`config.mk`:
```
export PLATFORM = sky130hd
export DESIGN_NAME = mem_port_arbiter
export DESIGN_NICKNAME = d
export VERILOG_FILES = /design/src/rtl/mem_port_arbiter.sv
export SDC_FILE = /design/constraint.sdc
export NUM_CORES = 1
export LEC_CHECK = 0
export CAP_MARGIN = 30
export CORE_MARGIN = 2
export CORE_UTILIZATION = 40
export DETAILED_ROUTE_END_ITERATION = 8
export DONT_BUFFER_PORTS = 1
export PLACE_DENSITY_LB_ADDON = 0.25
export REMOVE_ABC_BUFFERS = 1
export SLEW_MARGIN = 5
export SYNTH_ARGS = -nofsm -noshare
export SYNTH_HDL_FRONTEND = slang
export SYNTH_SLANG_ARGS = --single-unit
```
`constraint.sdc`:
```
create_clock -name clk -period 1.9 [get_ports clk]
set_input_delay 0.38 -clock clk [delete_from_list [all_inputs] [get_ports clk]]
set_output_delay 0.38 -clock clk [all_outputs]
set_load 0.02 [all_outputs]
```
`src/rtl/mem_port_arbiter.sv`:
```
// Arbitrates the single unified memory port between instruction fetch and the
// load/store unit, returning each response to its issuer and driving pipeline stalls.
module mem_port_arbiter #(
    parameter int ADDR_W = 32,
    parameter int DATA_W = 32
) (
    input  logic                clk,
    input  logic                rst,
    input  logic                if_req,
    input  logic [ADDR_W-1:0]   if_addr,
    output logic [DATA_W-1:0]   if_rdata,
    output logic                if_valid,
    input  logic                dm_req,
    input  logic                dm_we,
    input  logic [ADDR_W-1:0]   dm_addr,
    input  logic [DATA_W-1:0]   dm_wdata,
    input  logic [DATA_W/8-1:0] dm_be,
    output logic [DATA_W-1:0]   dm_rdata,
    output logic                dm_valid,
    output logic                mem_req,
    output logic                mem_we,
    output logic [ADDR_W-1:0]   mem_addr,
    output logic [DATA_W-1:0]   mem_wdata,
    output logic [DATA_W/8-1:0] mem_be,
    input  logic                mem_ready,
    input  logic                mem_rvalid,
    input  logic [DATA_W-1:0]   mem_rdata,
    output logic                stall_if,
    output logic                stall_dm
);

    typedef enum logic [2:0] {
        IDLE     = 3'd0,
        ISSUE_IF = 3'd1,
        ISSUE_DM = 3'd2,
        WAIT     = 3'd3,
        RESP     = 3'd4
    } state_t;

    state_t                state_q;
    logic                  owner_q;
    logic                  last_grant_q;
    logic                  mem_req_q;
    logic                  we_q;
    logic [ADDR_W-1:0]     addr_q;
    logic [DATA_W-1:0]     wdata_q;
    logic [DATA_W/8-1:0]   be_q;
    logic [DATA_W-1:0]     if_rdata_q;
    logic [DATA_W-1:0]     dm_rdata_q;
    logic                  if_valid_q;
    logic                  dm_valid_q;
    logic                  grant_dm_d;

    // Data wins a tie unless it also won the previous grant, so fetch cannot starve.
    assign grant_dm_d = dm_req & ~(if_req & last_grant_q);

    always_ff @(posedge clk) begin
        if (rst) begin
            state_q      <= IDLE;
            owner_q      <= 1'b0;
            last_grant_q <= 1'b0;
            mem_req_q    <= 1'b0;
            we_q         <= 1'b0;
            addr_q       <= '0;
            wdata_q      <= '0;
            be_q         <= '0;
            if_rdata_q   <= '0;
            dm_rdata_q   <= '0;
            if_valid_q   <= 1'b0;
            dm_valid_q   <= 1'b0;
        end else begin
            if_valid_q <= 1'b0;
            dm_valid_q <= 1'b0;
            case (state_q)
                IDLE: begin
                    if (dm_req | if_req) begin
                        owner_q      <= grant_dm_d;
                        last_grant_q <= grant_dm_d;
                        mem_req_q    <= 1'b1;
                        if (grant_dm_d) begin
                            we_q    <= dm_we;
                            addr_q  <= dm_addr;
                            wdata_q <= dm_wdata;
                            be_q    <= dm_be;
                            state_q <= ISSUE_DM;
                        end else begin
                            we_q    <= 1'b0;
                            addr_q  <= if_addr;
                            wdata_q <= '0;
                            be_q    <= '1;
                            state_q <= ISSUE_IF;
                        end
                    end
                end
                ISSUE_IF, ISSUE_DM: begin
                    if (mem_ready) begin
                        mem_req_q <= 1'b0;
                        state_q   <= WAIT;
                    end
                end
                WAIT: begin
                    // Responses outside WAIT (stray or after a reset) never reach here.
                    if (mem_rvalid) begin
                        if (owner_q) begin
                            dm_rdata_q <= mem_rdata;
                            dm_valid_q <= 1'b1;
                        end else begin
                            if_rdata_q <= mem_rdata;
                            if_valid_q <= 1'b1;
                        end
                        state_q <= RESP;
                    end
                end
                RESP: begin
                    state_q <= IDLE;
                end
                default: begin
                    state_q   <= IDLE;
                    mem_req_q <= 1'b0;
                end
            endcase
        end
    end

    assign mem_req   = mem_req_q;
    assign mem_we    = we_q;
    assign mem_addr  = addr_q;
    assign mem_wdata = wdata_q;
    assign mem_be    = be_q;
    assign if_rdata  = if_rdata_q;
    assign dm_rdata  = dm_rdata_q;
    assign if_valid  = if_valid_q;
    assign dm_valid  = dm_valid_q;
    assign stall_if  = if_req & ~if_valid_q;
    assign stall_dm  = dm_req & ~dm_valid_q;

endmodule

```
[After elaboration in Yosys (flattened, before gate mapping)]
Cells that the tools add are included.
Storage, ports and cells
  word-level logic and storage cells: 53
  input port bits: 139
  output and inout port bits: 138
  bits in registers: 140
Cells by class
  muxes and demuxes: 14
  eq/ne operators: 7
  reductions and logical operators: 9
  bitwise operators: 12
Operators with widths (number)
  $mux 32: 2
  $reduce_and 3->1: 4
  $mux 3: 3
  $pmux 3 s3: 1
  $not 1->1: 7
  $eq 3x2->1 const B: 2
  $ne 2x2->1 const B: 3
  $mux 1: 5
  $and 1x1->1: 4
  $mux 4: 1
  $reduce_or 2->1: 2
  $eq 3x1->1 const B: 1
  $eq 3x3->1 const B: 1
  $logic_not 3->1: 1
  $pmux 1 s3: 1
  $reduce_or 3->1: 1
  $mux 2: 1
  $reduce_and 2->1: 1
  $or 1x1->1: 1

[Longest topological paths before layout]
  word-level depth: 6
  depth in mapped cells: 6
  depth with buffers taken out: 3

[Worst setup path before layout]
Ideal clock, no wire load.
  path kind: input to output
  start: input dm_req
  end: output stall_dm
  arrival: 1301 ps
  cell stages on the path: 3
  slack: 219 ps
  path buffers: 2
  required time: 1520 ps
  path through: clkbuf_1 clkbuf_1 nor2b_1
Between the ends
  longest elaborated chain between the ends: 1
Ends and longest elaborated chain
  start: declaration: line 13  | input logic dm_req,
  $and 1x1->1: line 135  | assign stall_dm = dm_req & ~dm_valid_q;
  end: declaration: line 29  | output logic stall_dm
No other way between the ends.

[Final worst setup path]
  start: register state_q[0]
  end: register be_q[2], in the netlist mem_be[2]
Between the ends
  longest elaborated chain between the ends: 2
Ends and longest elaborated chain
  start: declaration: line 40  | state_t state_q;
  start signal: assignment: line 59  | state_q <= IDLE;
  start signal: assignment: line 85  | state_q <= ISSUE_DM;
  start signal: assignment: line 91  | state_q <= ISSUE_IF;
  $logic_not 3->1: line 74  | case (state_q)
  $reduce_and 2->1 (no line)
  end signal: assignment: line 84  | be_q <= dm_be;
  end: declaration: line 47  | logic [DATA_W/8-1:0] be_q;
No other way between the ends.
A chain may end at the register's enable or synchronous reset.

==> results by group <==
STA
  – Final Hold Viols: 0
  – Period Utilization, post-route: 0.872
  – RSZ-0062 raised after global routing: no
  – Rel. slew slack: 0.647
  – Final setup fails: 0
  – Clock Skew: roughly 0.0090 ns
  – Worst slew pin tran: 0.530 ns
  – Min cycle time layout: roughly 1.7 ns
  – Max-slew violations: 0
  – Post-route setup TNS: 0 ns
  – Max Freq: 604 MHz

CTS
  – CTS Hold Buffers Added: 0
  – Sink Count: 140
  – Root buf cell: clkbuf_16
  – CTS clk-pin slew, worst paths: 0.06 ns
  – Clk_lat worst skew: 0.42 ns
  – Total CTS buffers: 17
  – Post-cts sizing count: 0
  – # H-tree levels: 4
  – CTS tree: done
  – Bufs on Longest Clock Path: 2
  – Postcts setup bufs: 0

Yosys
  – #FFs+latches synth: 140
  – Predominant post-synthesis flop cell: dfxtp_1
  – Number of synthesized flops with an enable pin: 0
  – Synth Area per Inst: 9.51 sq um
  – Post-synth cell types: 34
  – Synthesis Warnings: 0
  – Post-Syn Area: around 0.0056 sq mm
  – Post-Syn Instances: ~590
  – Ys async rst share: 0
  – Sequential share of the synthesized area: 0.498

Global routing
  – Initial antenna violation count: 0
  – Grt total ovfl: 0
  – First-pass GRT wire length: 22700 um
  – GRT Total Usage: 0.194
  – Vias in the first global route: 4265
  – Largest net degree at the start of global routing: 73

Critical path
  – Crit end category: flop
  – Critical Path Fanout Max: 36
  – CP required: ~2.3 ns
  – Crit path launch type: flop
  – Cells along the critical path: or3_1 > nor2_8 > o221a_2
  – Reg2reg start: state_q[0]
  – Worst setup startpoint: state_q[0]
  – R2R Setup Slk: around 0.24 ns
  – Max incr delay on CP: 0.46 ns
  – Worst Path Arrival: 2.01 ns
  – Reg2Reg Depth: 3
  – Reg-to-Reg End: mem_be[2]
  – CP max-delay cell: or3_1
  – Crit path kind: reg -> reg

Power
  – PwrDens: 1190 mW/mm^2
  – Peak supply drop: ~0.60 mV
  – Power Total: 7550 uW
  – Static Leak: approximately 0.0025 uW

Finish
  – NumNets Final: approximately 700
  – Final instance area: 0.00632 sq mm
  – Ant diodes: 0
  – Area growth syn-to-layout: 12.3%
  – Fin util: 0.457
  – Layout fillers: 1321
  – Ratio of cells with drive above 1 in the final layout: 0.146

Die
  – Die footprint: 0.0150 sq mm
  – Die Wd: 123 um
  – Ports: around 280
  – Initial Util: 0.407
  – Core footprint: 0.0138 sq mm
  – Std cell rows: between 40 and 50
  – Die Height: 123 um

Placed design
  – # port buffers: 0
  – Placed Area: about 0.0057 sq mm
  – Placer congestion estimate: 0.838
  – Dpl hpwl: 10000 um

Route
  – DRT iter0 DRCs: 305
  – Drc violations: 0
  – Routed WL: 14900 um
  – DR vias: 4430
  – Routed len/inst: 19.7 um
  – Post-DR vias/cell: 5.87
  – Post-route ant nets: 0
  – TritonRoute pass-1 iters: 4

Hold path
  – Hold Crit Endpoint: mem_wdata[11]
  – Hold_sp: rst
  – Hold path cells: 1
  – HP Class: in -> reg

Status
  – Status: finished, final reports clean

Run
  – Max-cap violations: 0
through the flow:
step           cells  hold WS [ns]  setup WS, ns
3_3_place_gp     723         0.456         0.289
4_1_cts          755       0.00942         0.247
3_5_place_dp     723         0.457         0.257
5_1_grt          755       0.00617         0.162
2_1_floorplan    530         0.449         -4.26
6_report         755        0.0322         0.244
power breakdown:
group	switching (uW)	total [uW]	internal, uW
Clock	1220	3280	2060
Combinational	437	731	294
Sequential	401	3540	3140
synth_stat cells, types with 2 or more instances:
cell type  instances  area share
a21oi_1           34       0.030
dfxtp_1          140        0.50
buf_4              3      0.0040
inv_1             34       0.023
a41oi_1           32       0.050
nand4_1           33       0.037
nand2_1           99       0.066
clkbuf_1          39       0.026
nor2b_1            2      0.0022
o21ai_0           34       0.030
mux2i_1           64        0.11
buf_2             16       0.014
nor2_1             3      0.0020
o221a_2           35       0.070
buf_6              3      0.0060
nor3_1             3      0.0027
worst max-delay path by stage:
stage / to / slack [ns] / cells after the start
finish: mem_be[2] / 0.24 / 3
global route: mem_addr[14] / 0.16 / 3
CTS: mem_be[2] / 0.25 / 3
detailed placement: mem_addr[14] / 0.26 / 3
global placement: mem_be[0] / 0.29 / 3
floorplan: mem_addr[0] / -4.26 / 3
worst max-delay path, delay by kind of cell (launching register included):
kind	cells	cell delay, ns
DFF	1	0.37
AOI/OAI and AO/OA	1	0.28
and+or+nand+nor	2	0.92
cell families (layout without fill, tap and decap cells):
kind of cell | after synthesis | count (layout) | share of synthesized area
AO/OA/AOI/OAI | 141 | 141 | 0.189
buffers and inverters | 96 | 79 | 0.0736
flip-flops | 140 | 140 | 0.498
multiplexers | 64 | 64 | 0.114
AND/OR/NAND/NOR | 151 | 151 | 0.126
metal layers:
layer  track usage  wire length, um  share of wire
met2         0.315             7400           0.50
met4        0.0999              450          0.030
met3        0.0711             1270          0.085
met5             0                0              0
met1         0.224             5790           0.39
layout by cell type (no fill, tap or decap), types with 2 or more instances in the layout:
master / instances
a41oi_1: 32
a21oi_1: 34
o221a_2: 35
mux2i_1: 64
o21ai_0: 34
nand2_1: 99
clkbuf_1: 4
nor2b_1: 2
clkinv_2: 4
nand4_1: 33
clkbuf_16: 17
nor3_1: 2
buf_4: 8
buf_12: 5
bufinv_16: 3
dfxtp_1: 140
nor2_1: 3
inv_1: 33
clkinv_4: 2
registers in the layout (all words and copies together), names as in the netlist:
signal        flops
dm_rdata         32
if_valid          1
mem_addr         32
last_grant_q      1
dm_valid          1
mem_be            4
state_q           3
mem_wdata        32
mem_we            1
mem_req           1
if_rdata         32
area by class of cell:
class | count | area, sq um | share of cell area
Clock buffer | 21 | 440 | 0.0696
Clock inverter | 11 | 144 | 0.0227
Inverter | 34 | 128 | 0.0202
Multi-Input combinational cell | 356 | 2420 | 0.383
Sequential cell | 140 | 2800 | 0.443
Tap cell | 180 | 225 | 0.0356
Timing Repair Buffer | 13 | 160 | 0.0253
Note: power is estimated with default switching activity, not from simulation.
